## config.mk

```make
export PLATFORM = sky130hd
export DESIGN_NAME = pipe_ctrl_unit
export DESIGN_NICKNAME = d
export VERILOG_FILES = /design/src/rtl/ctrl_pkg.sv /design/src/rtl/ctrl_decoder.sv /design/src/rtl/pipe_ctrl_unit.sv
export SDC_FILE = /design/constraint.sdc
export NUM_CORES = 1
export LEC_CHECK = 0
export ABC_AREA = 1
export CAP_MARGIN = 20
export CORE_ASPECT_RATIO = 1.75
export CORE_MARGIN = 4
export CORE_UTILIZATION = 65
export CTS_BUF_LIST = sky130_fd_sc_hd__clkbuf_4
export DETAILED_ROUTE_END_ITERATION = 8
export DONT_BUFFER_PORTS = 1
export PLACE_DENSITY = 0.87
export SLEW_MARGIN = 20
export SYNTH_ARGS = -nofsm -noshare
export SYNTH_HDL_FRONTEND = slang
export SYNTH_SLANG_ARGS = --single-unit
```

## constraint.sdc

```tcl
create_clock -name clk -period 1.5 [get_ports clk]
set_clock_uncertainty 0.05 [all_clocks]
set_input_delay 0.15 -clock clk [delete_from_list [all_inputs] [get_ports clk]]
set_output_delay 0.15 -clock clk [all_outputs]
set_load 0.01 [all_outputs]
```

## src/rtl/ctrl_pkg.sv

```systemverilog
// Shared definitions for the pipeline main control: opcodes, ALU op codes
// and the control bundles carried through the stage registers.
package ctrl_pkg;

    localparam logic [5:0] OP_RTYPE = 6'h00;
    localparam logic [5:0] OP_LW    = 6'h23;
    localparam logic [5:0] OP_SW    = 6'h2B;
    localparam logic [5:0] OP_BEQ   = 6'h04;
    localparam logic [5:0] OP_ADDI  = 6'h08;

    typedef enum logic [1:0] {
        ALUOP_ADD   = 2'b00,
        ALUOP_SUB   = 2'b01,
        ALUOP_FUNCT = 2'b10
    } alu_op_e;

    // Full bundle produced by the decoder and held in ID/EX.
    typedef struct packed {
        alu_op_e alu_op;
        logic    alu_src;
        logic    reg_dst;
        logic    mem_read;
        logic    mem_write;
        logic    branch;
        logic    reg_write;
        logic    mem_to_reg;
        logic    valid;
    } ctrl_t;

    // Subsets that survive into later stages; EX-only bits are dropped.
    typedef struct packed {
        logic mem_read;
        logic mem_write;
        logic branch;
        logic reg_write;
        logic mem_to_reg;
        logic valid;
    } mem_ctrl_t;

    typedef struct packed {
        logic reg_write;
        logic mem_to_reg;
        logic valid;
    } wb_ctrl_t;

    localparam ctrl_t     CTRL_BUBBLE     = ctrl_t'('0);
    localparam mem_ctrl_t MEM_CTRL_BUBBLE = mem_ctrl_t'('0);
    localparam wb_ctrl_t  WB_CTRL_BUBBLE  = wb_ctrl_t'('0);

    function automatic mem_ctrl_t to_mem_ctrl(input ctrl_t c);
        mem_ctrl_t m;
        m.mem_read   = c.mem_read;
        m.mem_write  = c.mem_write;
        m.branch     = c.branch;
        m.reg_write  = c.reg_write;
        m.mem_to_reg = c.mem_to_reg;
        m.valid      = c.valid;
        return m;
    endfunction

    function automatic wb_ctrl_t to_wb_ctrl(input mem_ctrl_t c);
        wb_ctrl_t w;
        w.reg_write  = c.reg_write;
        w.mem_to_reg = c.mem_to_reg;
        w.valid      = c.valid;
        return w;
    endfunction

endpackage

```

## src/rtl/ctrl_decoder.sv

```systemverilog
// Pure combinational main decoder: opcode to control bundle, plus a flag
// for opcodes outside the supported set.
module ctrl_decoder
    import ctrl_pkg::*;
(
    input  logic [5:0] i_opcode,
    output ctrl_t      o_ctrl,
    output logic       o_illegal
);

    // NOTE: every output gets a default first so no path through the case can infer a latch.
    always_comb begin
        o_ctrl    = CTRL_BUBBLE;
        o_illegal = 1'b0;
        case (i_opcode)
            OP_RTYPE: begin
                o_ctrl.reg_dst   = 1'b1;
                o_ctrl.reg_write = 1'b1;
                o_ctrl.alu_op    = ALUOP_FUNCT;
                o_ctrl.valid     = 1'b1;
            end
            OP_LW: begin
                o_ctrl.alu_src    = 1'b1;
                o_ctrl.mem_read   = 1'b1;
                o_ctrl.mem_to_reg = 1'b1;
                o_ctrl.reg_write  = 1'b1;
                o_ctrl.valid      = 1'b1;
            end
            OP_SW: begin
                o_ctrl.alu_src   = 1'b1;
                o_ctrl.mem_write = 1'b1;
                o_ctrl.valid     = 1'b1;
            end
            OP_BEQ: begin
                o_ctrl.branch = 1'b1;
                o_ctrl.alu_op = ALUOP_SUB;
                o_ctrl.valid  = 1'b1;
            end
            OP_ADDI: begin
                o_ctrl.alu_src   = 1'b1;
                o_ctrl.reg_write = 1'b1;
                o_ctrl.valid     = 1'b1;
            end
            default: o_illegal = 1'b1;
        endcase
    end

endmodule

```

## src/rtl/pipe_ctrl_unit.sv

```systemverilog
// Main control for the 5-stage pipeline: decodes in ID and carries control
// through ID/EX, EX/MEM and MEM/WB, with bubbles on stall/flush.
module pipe_ctrl_unit
    import ctrl_pkg::*;
#(
    parameter int CNT_W = 32
) (
    input  logic             clk,
    input  logic             rst_n,
    input  logic [5:0]       id_opcode,
    input  logic [5:0]       id_funct,
    input  logic             id_valid,
    input  logic             stall,
    input  logic             flush_id,
    input  logic             flush_ex,
    output logic [1:0]       ex_alu_op,
    output logic [5:0]       ex_funct,
    output logic             ex_alu_src,
    output logic             ex_reg_dst,
    output logic             mem_read,
    output logic             mem_write,
    output logic             mem_branch,
    output logic             wb_reg_write,
    output logic             wb_mem_to_reg,
    output logic             illegal_op,
    output logic [CNT_W-1:0] retired_cnt
);

    ctrl_t      w_dec_ctrl;
    logic       w_dec_illegal;
    logic       w_id_accept;

    ctrl_t      r_idex;
    logic [5:0] r_idex_funct;
    mem_ctrl_t  r_exmem;
    wb_ctrl_t   r_memwb;
    logic       r_illegal;
    logic [CNT_W-1:0] r_retired;

    ctrl_decoder u_decoder (
        .i_opcode  (id_opcode),
        .o_ctrl    (w_dec_ctrl),
        .o_illegal (w_dec_illegal)
    );

    // flush_id and stall both win over a real instruction in ID.
    assign w_id_accept = id_valid && !flush_id && !stall;

    // NOTE: state uses non-blocking assignments and a synchronous reset checked first in the clocked block.
    always_ff @(posedge clk) begin
        if (!rst_n) begin
            r_idex       <= CTRL_BUBBLE;
            r_idex_funct <= '0;
        end else if (w_id_accept && w_dec_ctrl.valid) begin
            r_idex       <= w_dec_ctrl;
            r_idex_funct <= id_funct;
        end else begin
            r_idex       <= CTRL_BUBBLE;
            r_idex_funct <= '0;
        end
    end

    // Later stages always advance; stall only affects what enters EX.
    always_ff @(posedge clk) begin
        if (!rst_n) begin
            r_exmem <= MEM_CTRL_BUBBLE;
            r_memwb <= WB_CTRL_BUBBLE;
        end else begin
            r_exmem <= flush_ex ? MEM_CTRL_BUBBLE : to_mem_ctrl(r_idex);
            r_memwb <= to_wb_ctrl(r_exmem);
        end
    end

    always_ff @(posedge clk) begin
        if (!rst_n) begin
            r_illegal <= 1'b0;
        end else if (w_id_accept && w_dec_illegal) begin
            r_illegal <= 1'b1;
        end
    end

    always_ff @(posedge clk) begin
        if (!rst_n) begin
            r_retired <= '0;
        end else if (r_memwb.valid) begin
            r_retired <= r_retired + CNT_W'(1);
        end
    end

    assign ex_alu_op     = r_idex.alu_op;
    assign ex_funct      = r_idex_funct;
    assign ex_alu_src    = r_idex.alu_src;
    assign ex_reg_dst    = r_idex.reg_dst;
    assign mem_read      = r_exmem.mem_read;
    assign mem_write     = r_exmem.mem_write;
    assign mem_branch    = r_exmem.branch;
    assign wb_reg_write  = r_memwb.reg_write;
    assign wb_mem_to_reg = r_memwb.mem_to_reg;
    assign illegal_op    = r_illegal;
    assign retired_cnt   = r_retired;

endmodule

```

Yosys cells after proc, flatten, opt, wreduce, memory -nomap -nowiden --
Index checks and enable logic that the tools add are counted.
Storage, ports and cells: register bits after elaboration 56, bits of input ports 18, output and inout port bits 48, word-level logic and storage cells 46
Cells by class: add/subtract/negate cells 1, equality and inequality tests 4, muxes and demuxes 9, bitwise operators 1, reductions and logical operators 12
Operators with widths (count):
- adder 32 x 1 -> 32 bit (second input constant) | 1
- equality test 6 bit (second input constant) | 2
- 2-to-1 mux 1 bit | 8
- equality test 6 x 3 -> 1 bit (second input constant) | 1
- equality test 6 x 4 -> 1 bit (second input constant) | 1
- zero test 6 bit | 1
- OR reduction 3 bit | 2
- OR reduction 5 bit | 1
- logical AND 1 bit | 4
- case mux 2 bit (2 select lines) | 1
- zero test 1 bit | 2
- AND reduction 2 bit | 1
- OR reduction 2 bit | 1
- inverter 1 bit | 1

Depth between registers and ports, before layout --
Gate-level depths: netlist (run 1).
depth in word-level cells 5, gate-level depth with buffers 9, mapped depth without buffers 9

Hierarchy --
Synthesis (run 1) repeated with hierarchy kept, for this count alone.
Unflattened totals: cell total of the unflattened synthesis 374, area total of the unflattened synthesis 2621.3 um2
Modules (own cells, without submodules):
- pipe_ctrl_unit | times used 1, cells an instance 347, area each 2486.1 um2, sequential area each 1161.1 um2
- ctrl_decoder | times used 1, cells an instance 27, area each 135.1 um2, sequential area each 0.0 um2

Worst setup path after synthesis (run 1) --
Ideal clock, no wire load.
path kind register to register, start point reg r_retired[1], in the netlist retired_cnt[1], end point reg r_retired[26], in the netlist retired_cnt[26], setup time 115 ps, arrival time 1271 ps, data required time 1335 ps, path slack 64 ps, stages on the path, launching flop included 10, buffers on the path 1, period minus slack after synthesis 1436 ps, path through dfxtp_1 -> ha_1 -> inv_1 -> nor2_2 -> nand2_2 -> nor2_4 -> buf_6 -> nand4_1 -> nand2_1 -> nor2_1
Between the ends: longest elaborated chain between the ends 1
RTL lines:
- start: declaration | RTL line pipe_ctrl_unit.sv:38 | logic [CNT_W-1:0] r_retired;
- start signal: assignment | RTL line pipe_ctrl_unit.sv:86 | r_retired <= r_retired + CNT_W'(1);
- adder 32 x 1 -> 32 bit | RTL line pipe_ctrl_unit.sv:86
Every way passes these cells. A chain may end at the register's enable or synchronous reset.

Worst setup path after layout (run 1) --
start point in id_opcode[3], end point reg r_idex, in the netlist ex_alu_op[0]
Between the ends: longest elaborated chain between the ends 5, elaborated cells between the ends (all ways) 10, those cells by class eq/ne (4); mux (2); reduce/logical (4)
RTL lines:
- start: declaration | RTL line pipe_ctrl_unit.sv:10 | input logic [5:0] id_opcode,
- equality test 6 x 4 -> 1 bit (tied with other cells) | RTL line ctrl_decoder.sv:15 | case (i_opcode)
- OR reduction 5 bit (no source line)
- 2-to-1 mux 1 bit | RTL line ctrl_decoder.sv:15
- logical AND 1 bit | RTL line pipe_ctrl_unit.sv:54 | end else if (w_id_accept && w_dec_ctrl.valid) begin
- AND reduction 2 bit (no source line)
- end signal: assignment | RTL line pipe_ctrl_unit.sv:55 | r_idex <= w_dec_ctrl;
- end: declaration | RTL line pipe_ctrl_unit.sv:33 | ctrl_t r_idex;
Several ways; a longest one is shown, not always the timed one.

==> impl_metrics.json, run 1 <==
{
  "run_status": "finished with violations",
  "failed_checks": "setup timing",
  "setup_slack_ns": -0.0118,
  "hold_path.class": "in2reg",
  "drv.max_cap_violation_count": 0,
  "slowest_delay_ns": 0.61,
  "critPathMaxFanout": 4,
  "syn_area_um2": 2570,
  "timing.final.setup_violations": 1,
  "estimated_wirelength_of_the_detail_placed_design_um": 4640,
  "synthesized_area_per_cell_um2": 7.04,
  "power.static_leakage_uw": 0.00134,
  "synthTopCellsByCount": "81 x sky130_fd_sc_hd__nor2_1, 66 x sky130_fd_sc_hd__nand2_1, 55 x sky130_fd_sc_hd__dfxtp_1",
  "initial_utilization_pct": 66.5,
  "tightestPinTransition_ns": 0.977,
  "antenna_cells_inserted": 0,
  "fin_util_pct": 82.4,
  "clock_latency_ns": 0.41,
  "rows": 30,
  "fin_crit_sh_pct": 101,
  "final_gp_congestion": 0.959,
  "finalHoldViolCount": 0,
  "synth-async-reset-ratio_pct": 0,
  "final_instance_area_um2": 3180,
  "finalWorstPathRequiredPeriod_ns": 1.51,
  "antenna_found_initial": 0,
  "dieWidth_um": 55.5,
  "rsz0062_at_grt": "yes",
  "grt_pass1_wl_um": 12600,
  "synthDominantAreaCellType": "sky130_fd_sc_hd__dfxtp_1",
  "finalWirelength_um": 8280,
  "syn-num-nets": 384,
  "finish.net_count": 431,
  "synth_seq_cells": 55,
  "cts_tree": "yes",
  "synth.yosys.seq_area_share_pct": 42.8,
  "grt_overflow": 0,
  "hold_path_startpoint": "rst_n",
  "worstSetupStartpoint": "id_opcode[3]",
  "core_region_area_um2": 3870,
  "max_reg_flops": 32,
  "r2r_start": "retired_cnt[1]",
  "maxClockFrequency_mhz": 661,
  "design.die.area_um2": 5070,
  "final_max_slew_viol_count": 0,
  "boundaryPins": 66,
  "timing.critical_path.buf_inv": 2,
  "multi_input_area_um2": 1320,
  "cts_root_buf": "sky130_fd_sc_hd__clkbuf_4",
  "final_layout_size_suffix_gt1_share_pct": 24.2,
  "ys_dominant_reg_cell": "sky130_fd_sc_hd__dfxtp_1",
  "grt_max_degree": 27,
  "critical_path.cell_chain": "dlygate4sd3_1 -> nor2_1 -> nand2_1 -> dlygate4sd3_1 -> nor2_1",
  "drcViolationCount": 0,
  "drt_pass1_iterations": 4,
  "grt_pass1_vias": 2703,
  "vdd_drop_max_mv": 0.835,
  "fin_worst_hold_slack_ns": 0.0592,
  "yosysWarningCount": 0,
  "ant_nets": 0,
  "cts.reportedPaths.clkPinSlew_ns": 0.18,
  "routed-via-count": 2659,
  "worstSetupStartpointType": "primary input",
  "routed_wire_length_per_instance_um": 18.0,
  "timing.critical_path.max_delay_family": "buffers and inverters",
  "postSynthCellCount": 365,
  "placement.io_buffers": 0,
  "route.detailed.vias_per_inst": 5.77,
  "synthMostInstantiatedCell": "sky130_fd_sc_hd__nor2_1",
  "synth_area_leaders": "sky130_fd_sc_hd__dfxtp_1 43%, sky130_fd_sc_hd__nor2_1 12%, sky130_fd_sc_hd__nand2_1 9.6%, sky130_fd_sc_hd__inv_1 6.7%, sky130_fd_sc_hd__nand4_1 3.9%",
  "dr_iter_0_viols": 150,
  "yosysTopAreaCellShare_pct": 42.8,
  "cts_buffers": 5,
  "fillers": 234,
  "relSlewSlack_pct": 34.8,
  "cp.required_ns": 1.81,
  "track_usage_pct": 31.5,
  "powerDensity_nw_per_um2": 720,
  "die_height_um": 91.2,
  "kind_of_critical_path": "in2reg",
  "synth_enable_flop_cells": 0,
  "slowest_stage": "sky130_fd_sc_hd__dlygate4sd3_1",
  "sort_of_element_at_the_end_of_the_critical_path": "flip-flop",
  "area_growth_syn_to_layout_pct": 23.8,
  "clkSinkCount": 55,
  "cp_data_arrival_time_ns": 1.82,
  "dp_slack_ns": 0.0327,
  "yosysUniqueCellTypes": 31,
  "seq_area_um2": 1120,
  "cts_max_path_buffers": 2,
  "post_dp_cell_area_um2": 2730,
  "cts_max_level": 2
}
final cells by class:
| type | instances | area share [%] |
|---|---|---|
| clock buffers | 5 | 1.18 |
| clock inverters | 3 | 0.707 |
| inverters | 51 | 6.01 |
| multi-input cells | 251 | 41.5 |
| flip-flops and latches | 55 | 35.2 |
| well taps | 48 | 1.89 |
| repair buffers | 48 | 13.5 |
repair_timing:
| action | CTS | global route |
|---|---|---|
| resized for setup | 0 | 50 |
| setup endpoints to repair | 0 | 31 |
| hold buffers | 23 | 0 |
| buffers inserted | 0 | 2 |
| endpoints found under the hold margin | 51 | 0 |
cells by family after synthesis:
kind of cell             Yosys count  share of synthesized area, %
AND/OR/NAND/NOR                  217                          39.8
buffers and inverters             60                          10.3
flip-flops                        55                          42.8
AO/OA/AOI/OAI                     32                          6.67
adder cells (fa/ha/maj)            1                         0.487
through the flow:
step	TNS, ns	instances	power, uW
final	-0.0118	461	2290
after floorplan	0	365	1540
after CTS	0	458	2250
after global routing	-0.278	461	2340
after detailed placement	0	427	1540
after global placement	0	427	1540
worst min-delay path, stage by stage:
cell	delay, ns
sky130_fd_sc_hd__inv_1	0.16
sky130_fd_sc_hd__a21oi_1	0.07
sky130_fd_sc_hd__o21a_1	0.11
where the power goes:
| part | switching [uW] | leakage [uW] | internal, uW |
|---|---|---|---|
| logic | 59.3 | 0.000853 | 45.3 |
| registers | 2.55 | 0.000451 | 1460 |
| clock network | 528 | 0.0000360 | 194 |
cell usage in the layout, fill, tap and decap left out, types with 2 or more instances in the layout:
cell / Yosys / routed
sky130_fd_sc_hd__o21ai_0: 9 / 7
sky130_fd_sc_hd__nand3_2: 2 / 3
sky130_fd_sc_hd__o21a_1: 2 / 2
sky130_fd_sc_hd__inv_1: 46 / 46
sky130_fd_sc_hd__nand3_1: 17 / 15
sky130_fd_sc_hd__and3_1: 2 / 2
sky130_fd_sc_hd__buf_4: 4 / 24
sky130_fd_sc_hd__nand2_4: 1 / 4
sky130_fd_sc_hd__inv_6: 0 / 2
sky130_fd_sc_hd__dlygate4sd3_1: 0 / 20
sky130_fd_sc_hd__nor2_2: 6 / 8
sky130_fd_sc_hd__clkbuf_4: 0 / 5
sky130_fd_sc_hd__inv_2: 5 / 5
sky130_fd_sc_hd__dfxtp_2: 0 / 16
sky130_fd_sc_hd__a21oi_1: 18 / 18
sky130_fd_sc_hd__nor2_1: 81 / 74
sky130_fd_sc_hd__dlymetal6s4s_1: 0 / 3
sky130_fd_sc_hd__nand4_1: 16 / 16
sky130_fd_sc_hd__nor2_4: 5 / 11
sky130_fd_sc_hd__nand2_2: 9 / 13
sky130_fd_sc_hd__o21ai_1: 1 / 3
sky130_fd_sc_hd__dfxtp_1: 55 / 39
sky130_fd_sc_hd__nand2_1: 66 / 59
sky130_fd_sc_hd__nor3_1: 6 / 6
worst paths after layout:
| path | to | slack (ns) | cells past startpoint |
|---|---|---|---|
| max | ex_alu_op[0] | -0.01 | 5 |
| min reg2reg | r_exmem[0] | 0.40 | 2 |
| max reg2reg | retired_cnt[21] | 0 | 9 |
| min | retired_cnt[14] | 0.06 | 3 |
metal layers:
layer | vias up | wire, um | global-route usage (%) | part of all wire, %
met5 | - | 0 | 0 | 0
met2 | 142 | 4450 | 56.8 | 54
met1 | 1238 | 2800 | 30.1 | 34
met3 | 44 | 490 | 6.54 | 5.9
li1 | 1235 | - | - | -
met4 | 0 | 536 | 23.9 | 6.5
Power figures use the tool's default switching activity.
==> run 2: changes to the inputs <==
--- a/config.mk
+++ b/config.mk
@@ -5,7 +5,6 @@
 export SDC_FILE = /design/constraint.sdc
 export NUM_CORES = 1
 export LEC_CHECK = 0
-export ABC_AREA = 1
 export CAP_MARGIN = 20
 export CORE_ASPECT_RATIO = 1.75
 export CORE_MARGIN = 4
@@ -14,6 +13,7 @@
 export DETAILED_ROUTE_END_ITERATION = 8
 export DONT_BUFFER_PORTS = 1
 export PLACE_DENSITY = 0.87
+export SKIP_LAST_GASP = 1
 export SLEW_MARGIN = 20
 export SYNTH_ARGS = -nofsm -noshare
 export SYNTH_HDL_FRONTEND = slang
==> run 2 against run 1 <==
  * The flow now stops in 5_1_grt
  * Area after synthesis shrank 15%
  * Synthesized cell count shrank 35%
==> impl_metrics.json, run 2 <==
{
  "run.stop_error": "[ERROR GRT-0232] Routing congestion too high. Check the congestion heatmap in the GUI.",
  "yosysUniqueCellTypes": 32,
  "initial_utilization_pct": 68.4,
  "cts_max_level": 2,
  "synth_enable_flop_cells": 0,
  "synthTopCellsByCount": "55 x sky130_fd_sc_hd__dfxtp_1, 21 x sky130_fd_sc_hd__a21oi_1, 15 x sky130_fd_sc_hd__and2_1",
  "synth_area_leaders": "sky130_fd_sc_hd__dfxtp_1 50%, sky130_fd_sc_hd__a21oi_1 4.8%, sky130_fd_sc_hd__or4_1 4.8%, sky130_fd_sc_hd__o31ai_1 4.4%, sky130_fd_sc_hd__and2_1 4.3%",
  "cts_buffers": 5,
  "syn-num-nets": 255,
  "syn_area_um2": 2200,
  "cts_max_path_buffers": 2,
  "final_gp_congestion": 0.792,
  "boundaryPins": 66,
  "cell_total_after_placement": 315,
  "ys_dominant_reg_cell": "sky130_fd_sc_hd__dfxtp_1",
  "grt-worst-endpoint": "retired_cnt[30]$_SDFFE_PN0P_/D",
  "antenna_found_initial": 1,
  "die_height_um": 84.9,
  "placement.io_buffers": 0,
  "synthesized_area_per_cell_um2": 9.30,
  "post_dp_cell_area_um2": 2610,
  "grt_max_degree": 31,
  "synth.yosys.seq_area_share_pct": 50.1,
  "synthDominantAreaCellType": "sky130_fd_sc_hd__dfxtp_1",
  "dieWidth_um": 51.9,
  "synthMostInstantiatedCell": "sky130_fd_sc_hd__dfxtp_1",
  "run_status": "stopped before the end",
  "worst_endpoint_kind": "register input",
  "clkSinkCount": 55,
  "yosysWarningCount": 0,
  "grt_overflow": 148,
  "cts_root_buf": "sky130_fd_sc_hd__clkbuf_4",
  "yosysTopAreaCellShare_pct": 50.1,
  "track_usage_pct": 71.4,
  "estimated_wirelength_of_the_detail_placed_design_um": 4290,
  "synth_seq_cells": 55,
  "flow.stopped_at": "5_1_grt",
  "rows": 27,
  "synth-async-reset-ratio_pct": 0,
  "postSynthCellCount": 236
}
==> run 2: cells by family after synthesis <==
logic type / after synthesis / share of synthesized area [%]
buffers and inverters: 21 / 4.33
adder cells (fa/ha/maj): 1 / 0.570
AND/OR/NAND/NOR: 101 / 27.3
XOR/XNOR: 10 / 3.99
flip-flops: 55 / 50.1
multiplexers: 2 / 0.912
AO/OA/AOI/OAI: 46 / 12.8
==> run 2: stage by stage <==
step                utilization, %  TNS, ns  setup WS [ns]
floorplan                        -    -4.11         -0.387
global placement              81.4    -3.92         -0.286
detailed placement            81.4    -5.17         -0.385
CTS                           94.4    -6.26         -0.369
==> run 2: repair_timing <==
action | CTS
endpoints found under the setup margin | 21
pin swaps | 12
cloned | 2
setup buffers | 10
hold buffers | 18
endpoints found under the hold margin | 25
gates resized for setup | 16
==> run 2: routing by layer <==
metal	GRT overflow	track usage (%)
met3	1	39.0
met1	0	65.5
met2	116	100
met4	31	81.6
met5	0	0
==> run 3: changes to the inputs <==
--- a/config.mk
+++ b/config.mk
@@ -6,13 +6,11 @@
 export NUM_CORES = 1
 export LEC_CHECK = 0
 export CAP_MARGIN = 20
-export CORE_ASPECT_RATIO = 1.75
 export CORE_MARGIN = 4
-export CORE_UTILIZATION = 65
-export CTS_BUF_LIST = sky130_fd_sc_hd__clkbuf_4
+export CORE_UTILIZATION = 40
 export DETAILED_ROUTE_END_ITERATION = 8
 export DONT_BUFFER_PORTS = 1
-export PLACE_DENSITY = 0.87
+export PLACE_DENSITY_LB_ADDON = 0.15
 export SKIP_LAST_GASP = 1
 export SLEW_MARGIN = 20
 export SYNTH_ARGS = -nofsm -noshare
==> run 3 against run 2 <==
  * The flow now finishes, with violations (setup timing)
  * Synthesized cell count unchanged
  * Area after synthesis unchanged
==> impl_metrics.json, run 3 <==
{
  "run_status": "finished with violations",
  "failed_checks": "setup timing",
  "timing.final.setup_violations": 19,
  "dieWidth_um": 82.1,
  "p_comb_share_pct": 2.4,
  "setup_slack_ns": -0.341,
  "antenna_cells_inserted": 0,
  "yosys-mux-area-fraction_pct": 0.912,
  "fin_worst_hold_slack_ns": 0.0140,
  "estimated_wirelength_of_the_detail_placed_design_um": 3590,
  "grt_pass1_wl_um": 8970,
  "cell_total_after_placement": 346,
  "layoutNonFillerInstCount": 376,
  "routed-via-count": 1967,
  "grt_pass1_vias": 1944,
  "synth_compound_area_share_pct": 12.8,
  "cp.required_ns": 1.69,
  "cts_max_level": 2,
  "netSwitchingPower_uw": 532,
  "final_max_slew_viol_count": 0,
  "synthTopCellsByCount": "55 x sky130_fd_sc_hd__dfxtp_1, 21 x sky130_fd_sc_hd__a21oi_1, 15 x sky130_fd_sc_hd__and2_1",
  "final_gp_congestion": 0.793,
  "fin_crit_sh_pct": 123,
  "die_height_um": 82.1,
  "placement.io_buffers": 0,
  "synth_area_leaders": "sky130_fd_sc_hd__dfxtp_1 50%, sky130_fd_sc_hd__a21oi_1 4.8%, sky130_fd_sc_hd__or4_1 4.8%, sky130_fd_sc_hd__o31ai_1 4.4%, sky130_fd_sc_hd__and2_1 4.3%",
  "yosysWarningCount": 0,
  "synthDominantAreaCellType": "sky130_fd_sc_hd__dfxtp_1",
  "core_region_area_um2": 5200,
  "finalHoldViolCount": 0,
  "layout_common_cells": "60 x sky130_fd_sc_hd__buf_4, 36 x sky130_fd_sc_hd__dfxtp_1, 18 x sky130_fd_sc_hd__a21oi_1",
  "power.static_leakage_uw": 0.00119,
  "final.setup.tns_ns": -5.07,
  "setup.reg_to_reg.worst_slack_ns": -0.34,
  "cp_data_arrival_time_ns": 2.03,
  "most_common_cell_after_layout_fill_and_taps_aside": "sky130_fd_sc_hd__buf_4",
  "power.switching_fraction_pct": 21.6,
  "dominant_combinational_cell_family_by_area_after_synthesis": "simple AND/OR/NAND/NOR gates",
  "internal-power_uw": 1930,
  "hold_path_startpoint": "id_opcode[2]",
  "slowest_delay_ns": 0.58,
  "rows": 26,
  "drcViolationCount": 0,
  "critical_path.cell_chain": "nand4_1 -> or4_4 -> buf_6 -> or4_4 -> a21oi_2",
  "routed_wire_length_per_instance_um": 14.4,
  "slowest_stage": "sky130_fd_sc_hd__or4_4",
  "route.detailed.vias_per_inst": 5.23,
  "cts.reportedPaths.clkPinSlew_ns": 0.10,
  "antenna_found_initial": 0,
  "boundaryPins": 66,
  "worstSetupStartpointType": "flip-flop",
  "dp_slack_ns": -0.338,
  "hold_path.class": "in2reg",
  "synthXorXnorAreaFrac_pct": 3.99,
  "finalWorstPathRequiredPeriod_ns": 1.84,
  "final_layout_size_suffix_gt1_share_pct": 37.3,
  "drt_pass1_iterations": 4,
  "area_growth_syn_to_layout_pct": 41.5,
  "whs_endpoint": "ex_alu_src",
  "cts_root_buf": "sky130_fd_sc_hd__clkbuf_8",
  "clock_power_share_pct": 38.5,
  "worstSetupStartpoint": "retired_cnt[18]",
  "dr_iter_0_viols": 60,
  "synthesized_area_per_cell_um2": 9.30,
  "cts_tree": "yes",
  "yosys.area_share.simple_pct": 27.3,
  "initial_utilization_pct": 42.2,
  "kind_of_critical_path": "reg2reg",
  "maxClockFrequency_mhz": 543,
  "powerDensity_nw_per_um2": 792,
  "synth_enable_flop_cells": 0,
  "cts_max_path_buffers": 2,
  "clkSinkCount": 55,
  "track_usage_pct": 17.2,
  "fillers": 462,
  "postSynthCellCount": 236,
  "synth-async-reset-ratio_pct": 0,
  "rsz0062_at_grt": "yes",
  "yosysTopAreaCellShare_pct": 50.1,
  "vdd_drop_max_mv": 0.728,
  "synthMostInstantiatedCell": "sky130_fd_sc_hd__dfxtp_1",
  "critPathMaxFanout": 8,
  "r2r_start": "retired_cnt[18]",
  "synth_seq_cells": 55,
  "critical-path-top-cell-by-count": "sky130_fd_sc_hd__or4_4",
  "synth.yosys.seq_area_share_pct": 50.1,
  "tightestPinTransition_ns": 0.358,
  "drv.max_cap_violation_count": 0,
  "grt_overflow": 0,
  "ant_nets": 0,
  "reg2reg_depth": 5,
  "sort_of_element_at_the_end_of_the_critical_path": "flip-flop",
  "syn_area_um2": 2200,
  "cts_buffers": 5,
  "finish.net_count": 324,
  "yosysUniqueCellTypes": 32,
  "reg2reg_to": "retired_cnt[27]",
  "hold_depth": 3,
  "max_reg_flops": 32,
  "finalWirelength_um": 5430,
  "post_synth_fa_ha_maj_area_fraction_pct": 0.570,
  "grt_max_degree": 31,
  "clock_latency_ns": 0.31,
  "ys_dominant_reg_cell": "sky130_fd_sc_hd__dfxtp_1",
  "seq_power_share_pct": 59.1,
  "syn-num-nets": 255,
  "design.die.area_um2": 6740,
  "relSlewSlack_pct": 76.2
}
==> run 3: critical path: cells and delay by family, from the launching register on <==
| kind | cells | cell delay, ns |
|---|---|---|
| AND/OR/NAND/NOR | 3 | 1.11 |
| buffers and inverters | 1 | 0.16 |
| flip-flops | 1 | 0.34 |
| AO/OA/AOI/OAI | 1 | 0.13 |
==> run 3: timing repair <==
item / in CTS / in global routing
cloned: 2 / 0
hold endpoints to repair: 16 / 1
gates resized for setup: 17 / 13
setup endpoints to repair: 20 / 23
hold buffers: 11 / 1
pin swaps: 8 / 3
buffers inserted: 6 / 3
==> run 3: metal layers <==
metal / part of all wire [%] / global-route usage, % / wire (um) / vias to the layer above
met5: 0 / 0 / 0 / -
met4: 1.2 / 4.98 / 63 / 0
met3: 9.6 / 7.81 / 519 / 4
met2: 46 / 27.5 / 2500 / 49
met1: 43 / 20.8 / 2360 / 921
li1: - / - / - / 993
==> run 3: cells by family (layout without fill, tap and decap cells) <==
| group | after synthesis | count (layout) |
|---|---|---|
| buffers and inverters | 21 | 91 |
| AND/OR/NAND/NOR | 101 | 101 |
| adder cells (fa/ha/maj) | 1 | 1 |
| multiplexers | 2 | 2 |
| flip-flops | 55 | 55 |
| XOR/XNOR | 10 | 10 |
| AO/OA/AOI/OAI | 46 | 46 |
==> run 3: how the worst max path moves through the flow <==
| stage | cells past startpoint | slack [ns] | endpoint |
|---|---|---|---|
| floorplan | 6 | -0.39 | retired_cnt[31] |
| global route | 5 | -0.39 | retired_cnt[28] |
| detailed placement | 6 | -0.34 | retired_cnt[16] |
| global placement | 6 | -0.31 | retired_cnt[16] |
| finish | 5 | -0.34 | retired_cnt[27] |
| CTS | 6 | -0.33 | retired_cnt[16] |
==> run 3: metrics by stage <==
| stage | power, uW | cell area [um^2] | util (%) |
|---|---|---|---|
| after global routing | 2550 | 3110 | 59.7 |
| final | 2460 | 3110 | 59.7 |
| after CTS | 2480 | 3030 | 58.2 |
| after detailed placement | 1520 | 2680 | 51.4 |
| after global placement | 1520 | 2680 | 51.4 |
| after floorplan | 1510 | 2280 | - |
==> run 3: power by group through the flow <==
stage	sequential (uW)	combinational (uW)	clock, uW
3_5_place_dp	1490	29.5	0
5_1_grt	1460	64.3	1030
6_report	1460	58.4	947
2_1_floorplan	1490	24.4	0
3_3_place_gp	1490	29.2	0
4_1_cts	1460	54.3	972
==> run 3: area by class of cell <==
class / count / area [um^2] / area share (%)
inverters: 6 / 22.5 / 0.725
repair buffers: 77 / 627 / 20.2
clock inverters: 2 / 20.0 / 0.644
well taps: 70 / 87.6 / 2.82
multi-input cells: 160 / 1120 / 36.1
flip-flops and latches: 55 / 1130 / 36.5
clock buffers: 6 / 93.8 / 3.02
